[config.mk]
export PLATFORM = sky130hd
export DESIGN_NAME = power_switch_ack_emu
export DESIGN_NICKNAME = d
export VERILOG_FILES = /design/src/rtl/power_switch_ack_emu.sv
export SDC_FILE = /design/constraint.sdc
export NUM_CORES = 1
export LEC_CHECK = 0
export CORE_MARGIN = 4
export CORE_UTILIZATION = 52
export DETAILED_ROUTE_END_ITERATION = 7
export PLACE_DENSITY = 0.81
export SLEW_MARGIN = 20
export SYNTH_ARGS = -nofsm -noshare
export SYNTH_HDL_FRONTEND = slang
export SYNTH_SLANG_ARGS = --single-unit
[constraint.sdc]
create_clock -name clk_i -period 2.45 [get_ports clk_i]
set_input_delay 0.6125 -clock clk_i [delete_from_list [all_inputs] [get_ports clk_i]]
set_output_delay 0.6125 -clock clk_i [all_outputs]
set_load 0.02 [all_outputs]
[src/rtl/power_switch_ack_emu.sv]
// Per-domain power-switch acknowledge emulator: programmable on/off latency, abort, busy/done status.
// Optional freeze input fault_stuck_i is compiled in with POWER_SWITCH_EMU_FAULT_EN.
module power_switch_ack_emu #(
  parameter int NUM_DOMAINS = 3,
  parameter int CNT_W       = 8
) (
  input  logic                         clk_i,
  input  logic                         rst_i,
  input  logic [NUM_DOMAINS-1:0]       switch_n_i,
  input  logic [NUM_DOMAINS*CNT_W-1:0] on_lat_i,
  input  logic [NUM_DOMAINS*CNT_W-1:0] off_lat_i,
`ifdef POWER_SWITCH_EMU_FAULT_EN
  input  logic [NUM_DOMAINS-1:0]       fault_stuck_i,
`endif
  output logic [NUM_DOMAINS-1:0]       ack_n_o,
  output logic [NUM_DOMAINS-1:0]       busy_o,
  output logic [NUM_DOMAINS-1:0]       done_o
);

  typedef enum logic [1:0] {
    ST_ON,
    ST_RAMP_DN,
    ST_OFF,
    ST_RAMP_UP
  } state_e;

  logic [NUM_DOMAINS-1:0] freeze;

`ifdef POWER_SWITCH_EMU_FAULT_EN
  assign freeze = fault_stuck_i;
`else
  assign freeze = '0;
`endif

  for (genvar d = 0; d < NUM_DOMAINS; d++) begin : g_dom
    state_e           state_q, state_d;
    logic [CNT_W-1:0] cnt_q, cnt_d;
    logic             done_q, done_d;
    logic [CNT_W-1:0] on_lat, off_lat;
    logic [CNT_W-1:0] on_load, off_load;
    logic             ack_n, busy;

    // Load value is L-1 with L = max(lat, 1), so a latency of 0 behaves as 1.
    always_comb begin
      on_lat   = on_lat_i[d*CNT_W +: CNT_W];
      off_lat  = off_lat_i[d*CNT_W +: CNT_W];
      on_load  = (on_lat == '0)  ? '0 : on_lat - CNT_W'(1);
      off_load = (off_lat == '0) ? '0 : off_lat - CNT_W'(1);
    end

    always_ff @(posedge clk_i or posedge rst_i) begin
      if (rst_i) begin
        state_q <= ST_ON;
        cnt_q   <= '0;
        done_q  <= 1'b0;
      end else begin
        state_q <= state_d;
        cnt_q   <= cnt_d;
        done_q  <= done_d;
      end
    end

    always_comb begin
      state_d = state_q;
      cnt_d   = cnt_q;
      done_d  = 1'b0;
      if (!freeze[d]) begin
        case (state_q)
          ST_ON: begin
            if (switch_n_i[d]) begin
              state_d = ST_RAMP_DN;
              cnt_d   = off_load;
            end
          end
          ST_RAMP_DN: begin
            if (!switch_n_i[d]) begin
              state_d = ST_ON;
            end else if (cnt_q == '0) begin
              state_d = ST_OFF;
              done_d  = 1'b1;
            end else begin
              cnt_d = cnt_q - CNT_W'(1);
            end
          end
          ST_OFF: begin
            if (!switch_n_i[d]) begin
              state_d = ST_RAMP_UP;
              cnt_d   = on_load;
            end
          end
          ST_RAMP_UP: begin
            if (switch_n_i[d]) begin
              state_d = ST_OFF;
            end else if (cnt_q == '0) begin
              state_d = ST_ON;
              done_d  = 1'b1;
            end else begin
              cnt_d = cnt_q - CNT_W'(1);
            end
          end
          default: begin
            state_d = ST_ON;
            cnt_d   = '0;
          end
        endcase
      end
    end

    // Outputs decode registered state only, so no input reaches an output combinationally.
    always_comb begin
      ack_n = (state_q == ST_OFF) || (state_q == ST_RAMP_UP);
      busy  = (state_q == ST_RAMP_DN) || (state_q == ST_RAMP_UP);
    end

    assign ack_n_o[d] = ack_n;
    assign busy_o[d]  = busy;
    assign done_o[d]  = done_q;
  end

endmodule

* Yosys cells after proc, flatten, opt, wreduce, memory -nomap -nowiden
Cells that the tools add are included.
** Operators by class
- Add/subtract/negate cells :: 9
- Equality and inequality tests :: 27
- Mux-type cells :: 57
- Reduce and logical (&&, ||, !) cells :: 24
** Operator list (count)
- 8-bit two-way mux :: 21
- 8-bit case mux with 4 select lines :: 3
- 8-bit zero test :: 9
- 8-bit by 1-bit subtractor with 8-bit output (second input constant) :: 9
- 2-bit two-way mux :: 18
- 2-bit inequality test (second input constant) :: 12
- 2-bit case mux with 4 select lines :: 3
- 4-bit AND reduction :: 6
- 3-bit inequality test (second input constant) :: 6
- 2-bit equality test (second input constant) :: 6
- 1-bit two-way mux :: 9
- 2-bit by 1-bit equality test with 1-bit output (second input constant) :: 3
- 2-bit zero test :: 3
- 1-bit logical OR :: 6
- 1-bit case mux with 2 select lines :: 3
** Storage, ports and cells
- Register bits :: 33
- Input bits :: 53
- Logic and storage cells :: 126

* Logic depth before layout (Yosys ltp)
- Depth in word-level cells :: 4
- Mapped depth :: 9
- Depth with buffers taken out :: 9

* Worst setup path after synthesis
Ideal clock, no wire load.
- Path kind :: input to register
- Start point :: input off_lat_i[0]
- End point :: register g_dom[0].cnt_q[6]
- Library setup time :: 0.136 ns
- Arrival time :: 2.021 ns
- Slack :: 0.293 ns
- Stages :: 7
- Path through :: inv_1 -> ha_1 -> or3b_2 -> nor3_1 -> mux2_2 -> a22oi_1 -> o21ai_0
** On the way
- Word-level cells in the longest chain between the ends :: 4
- Elaborated cells between the ends (all ways) :: 5
** RTL lines
- from (decl) :: line 11 : input logic [NUM_DOMAINS*CNT_W-1:0] off_lat_i,
- 8-bit by 1-bit subtractor with 8-bit output / 8-bit zero test (equally long branches) :: line 48 : off_load = (off_lat == '0) ? '0 : off_lat - CNT_W'(1);
- 8-bit two-way mux * :: line 48
- 8-bit two-way mux * :: line 70 : if (switch_n_i[d]) begin
- 8-bit case mux with 4 select lines * :: line 68 : case (state_q)
- to (signal assigned) :: line 58 : cnt_q <= cnt_d;
- to (decl) :: line 37 : logic [CNT_W-1:0] cnt_q, cnt_d;
Every way passes the cells marked *; elsewhere a longest branch is shown, timed or not. The select of a mux whose other input is x is not followed.
A chain may end at the register's enable or synchronous reset.

* Worst setup path after layout
- Start point :: input off_lat_i[0]
- End point :: register g_dom[0].cnt_q[5]
The elaborated chain is that of the path after synthesis.

==> reports/qor.tcl <==
set qor(status) {finished clean}
set qor(synth_warnings) 0
set qor(fin_nets) 532
set qor(multi_input_gate_area_um2) 1963
set qor(cts_hold_repair.buffers) 0
set qor(cp_max_fo) 3
set qor(grt_first_pass_wirelength_mm) 12.67
set qor(ctsHtreeMaxLevel) 2
set qor(place.detailed.instances) 530
set qor(grt_max_degree) 34
set qor(number_of_register_bits_inferred_by_synthesis) 33
set qor(mostFrequentLayoutCells) {clkdlybuf4s50_1 (61), buf_4 (45), nor2_1 (34)}
set qor(clk_latency_worst_skew_pair_ns) 0.28
set qor(worst_slew_margin_relative_to_its_limit_pct) 70.48
set qor(floorplan.die.height_um) 84.23
set qor(layout_commonest_cell) {clkdlybuf4s50_1}
set qor(clock_path_buffers) 2
set qor(worst_pin_slew_ns) 0.4387
set qor(groute.usage.overall_pct) 21.29
set qor(area_growth_pct) 33.54
set qor(hold_slack_ns) 0.5308
set qor(initialDrtViolationCount) 250
set qor(wl_mm) 7.621
set qor(worst_setup_path_start_kind) {primary input}
set qor(rsz0062_at_grt) {false}
set qor(port-buffer-count) 61
set qor(clock-sinks) 33
set qor(synth-main-ff-cell) {dfrtp_1}
set qor(cts_tree) {done}
set qor(seqCellArea_um2) 825.8
set qor(worstHoldPathType) {flip-flop to flip-flop}
set qor(route.detailed.vias_per_inst) 5.771
set qor(fin_worst_skew_ns) 0.001778
set qor(coreArea_um2) 5574
set qor(worst_endpoint_data_arrival_time_ns) 2.47
set qor(die_area_um2) 7095
set qor(yosysUniqueCellTypes) 60
set qor(final.period_utilization_pct) 93.94
set qor(power_leakage_nw) 1.703
set qor(antenna_cells) 0
set qor(number_of_synthesized_flops_with_an_enable_pin) 0
set qor(drv_cap) 0
set qor(overflow) 0
set qor(postSynthAreaPerCell_um2) 8.123
set qor(ys_async_sr_fraction_pct) 100.0
set qor(num_rows) 27
set qor(area_fraction_of_the_dominant_cell_type_after_synthesis_pct) 27.33
set qor(initial_antenna_violation_count) 0
set qor(timing.fmax_ghz) 0.4345
set qor(num_io_pins) 62
set qor(fraction_of_layout_instances_using_a_drive_strength_above_1_pct) 16.16
set qor(place.detailed.hpwl_mm) 6.054
set qor(report.final.setup_viol) 0
set qor(number_of_global_route_vias_before_repair) 2874
set qor(top_area_cells_in_the_synthesized_netlist) {dfrtp_1 (27%), ha_1 (5.8%), xnor2_1 (4.6%), o21ai_0 (4.5%), nor2_1 (4.2%)}
set qor(final_hold_viol_count) 0
set qor(total_number_of_vias) 3093
set qor(path_clk_slew_ns) 0.06
set qor(die_width_um) 84.23
set qor(routabilityCongestion) 0.9474
set qor(initial_core_util_pct) 54.21
set qor(syn_nets) 439
set qor(finish.cell_count_without_fillers) 536
set qor(post-route-min-period_ns) 2.301
set qor(cell_area_synth_um2) 3022
set qor(num_cts_buffers) 5
set qor(wl_per_cell_um) 14.22
set qor(crit_type) {primary input to flip-flop}
set qor(cts_root_buffer) {clkbuf_8}
set qor(part_of_the_yosys_area_used_for_sequential_elements_pct) 27.33
set qor(critPathRequiredTime_ns) 2.62
set qor(synthCells) 372
set qor(power_density_nw_per_um2) 899.3
set qor(setup.worst_path.end_class) {flip-flop}
set qor(ant_nets) 0
set qor(max-vdd-ir-drop_mv) 0.4394
set qor(dr.pass1.iters) 5
set qor(remaining_drc_errors) 0
set qor(n_fill_cell) 441
set qor(synth_top_area_cell) {dfrtp_1}
set qor(drv_slew) 0
-- synth_stat cells (11+ instances only) --
| cell | number |
|---|---|
| xor2_1 | 11 |
| inv_1 | 33 |
| nand2_1 | 25 |
| a21oi_1 | 18 |
| ha_1 | 14 |
| nor3_1 | 12 |
| dfrtp_1 | 33 |
| nor2_1 | 34 |
| xnor2_1 | 16 |
| o21ai_0 | 27 |
-- final timing paths --
path,from,end,slack [ns],cells after the start
max,off_lat_i[0],g_dom[0].cnt_q[5],0.15,7
min in group asynchronous,rst_i,g_dom[2].cnt_q[1],0.72,3
min,g_dom[1].cnt_q[5],g_dom[1].cnt_q[5],0.53,1
min reg2reg,g_dom[1].cnt_q[5],g_dom[1].cnt_q[5],0.53,1
max in group asynchronous,rst_i,g_dom[0].cnt_q[7],1.43,3
max reg2reg,g_dom[0].cnt_q[2],g_dom[0].cnt_q[5],0.29,6
-- metal layers --
metal / track usage, % / part of all wire, % / vias to the layer above
met1: 27.96 / 44 / 1437
met4: 7.456 / 1.7 / 0
met3: 4.024 / 6.1 / 14
li1: - / - / 1534
met5: 0 / 0 / -
met2: 35.01 / 48 / 108
-- kinds of logic (layout without fill, tap and decap cells) --
logic type      count (synthesis)  after routing  share of synthesized area, %
xor+xnor                       27             27                         7.826
compound gates                 97             97                         21.41
fa+ha+maj                      14             14                         5.797
simple gates                  131            131                         24.06
buf+inv                        55            147                         8.323
flops                          33             33                         27.33
mux                            15             15                         5.259
-- final cells by class --
cell class / count / share of cell area (%)
Inverter: 35 / 3.318
Sequential cell: 33 / 20.47
Multi-Input combinational cell: 284 / 48.65
Clock buffer: 5 / 1.705
Tap cell: 72 / 2.233
Clock inverter: 1 / 0.1240
Timing Repair Buffer: 106 / 23.50
-- critical path, cell delays in order --
cell             delay [ns]
clkdlybuf4s50_1        0.42
buf_4                  0.15
or4_1                  0.55
nor2_1                 0.14
xnor2_1                0.17
o22ai_1                0.12
a211o_1                0.31
-- state kept, by name, indices dropped and copies added, names as in the netlist, named ones only --
| name | cells |
|---|---|
| g_dom.cnt_q | 24 |
| g_dom.done_q | 3 |
| g_dom.state_q | 3 |
-- per-stage QoR --
| step | utilization [%] | setup TNS (ns) | area [um^2] | power [mW] | setup slack, ns |
|---|---|---|---|---|---|
| global placement | 70.73 | -0.9896 | 3943 | 3.153 | -0.1825 |
| finish | 72.39 | 0 | 4035 | 3.629 | 0.1486 |
| detailed placement | 70.73 | -1.544 | 3943 | 3.224 | -0.2507 |
| global route | 72.39 | 0 | 4035 | 3.907 | 0.05269 |
| floorplan | - | 0 | 3022 | 2.590 | 0.2927 |
| CTS | 72.05 | 0 | 4016 | 3.604 | 0.06902 |
-- repair_timing --
item	in CTS	in global routing
resized for setup	0	5
setup buffers	0	0
setup endpoints to repair	0	7
-- power breakdown --
group	total (mW)	switching [mW]	internal [mW]
Sequential	1.13	0.322	0.805
Clock	0.374	0.188	0.187
Combinational	2.13	1.13	0.997
Total	3.63	1.64	1.99
No activity file was read; power rests on OpenSTA's default activity.
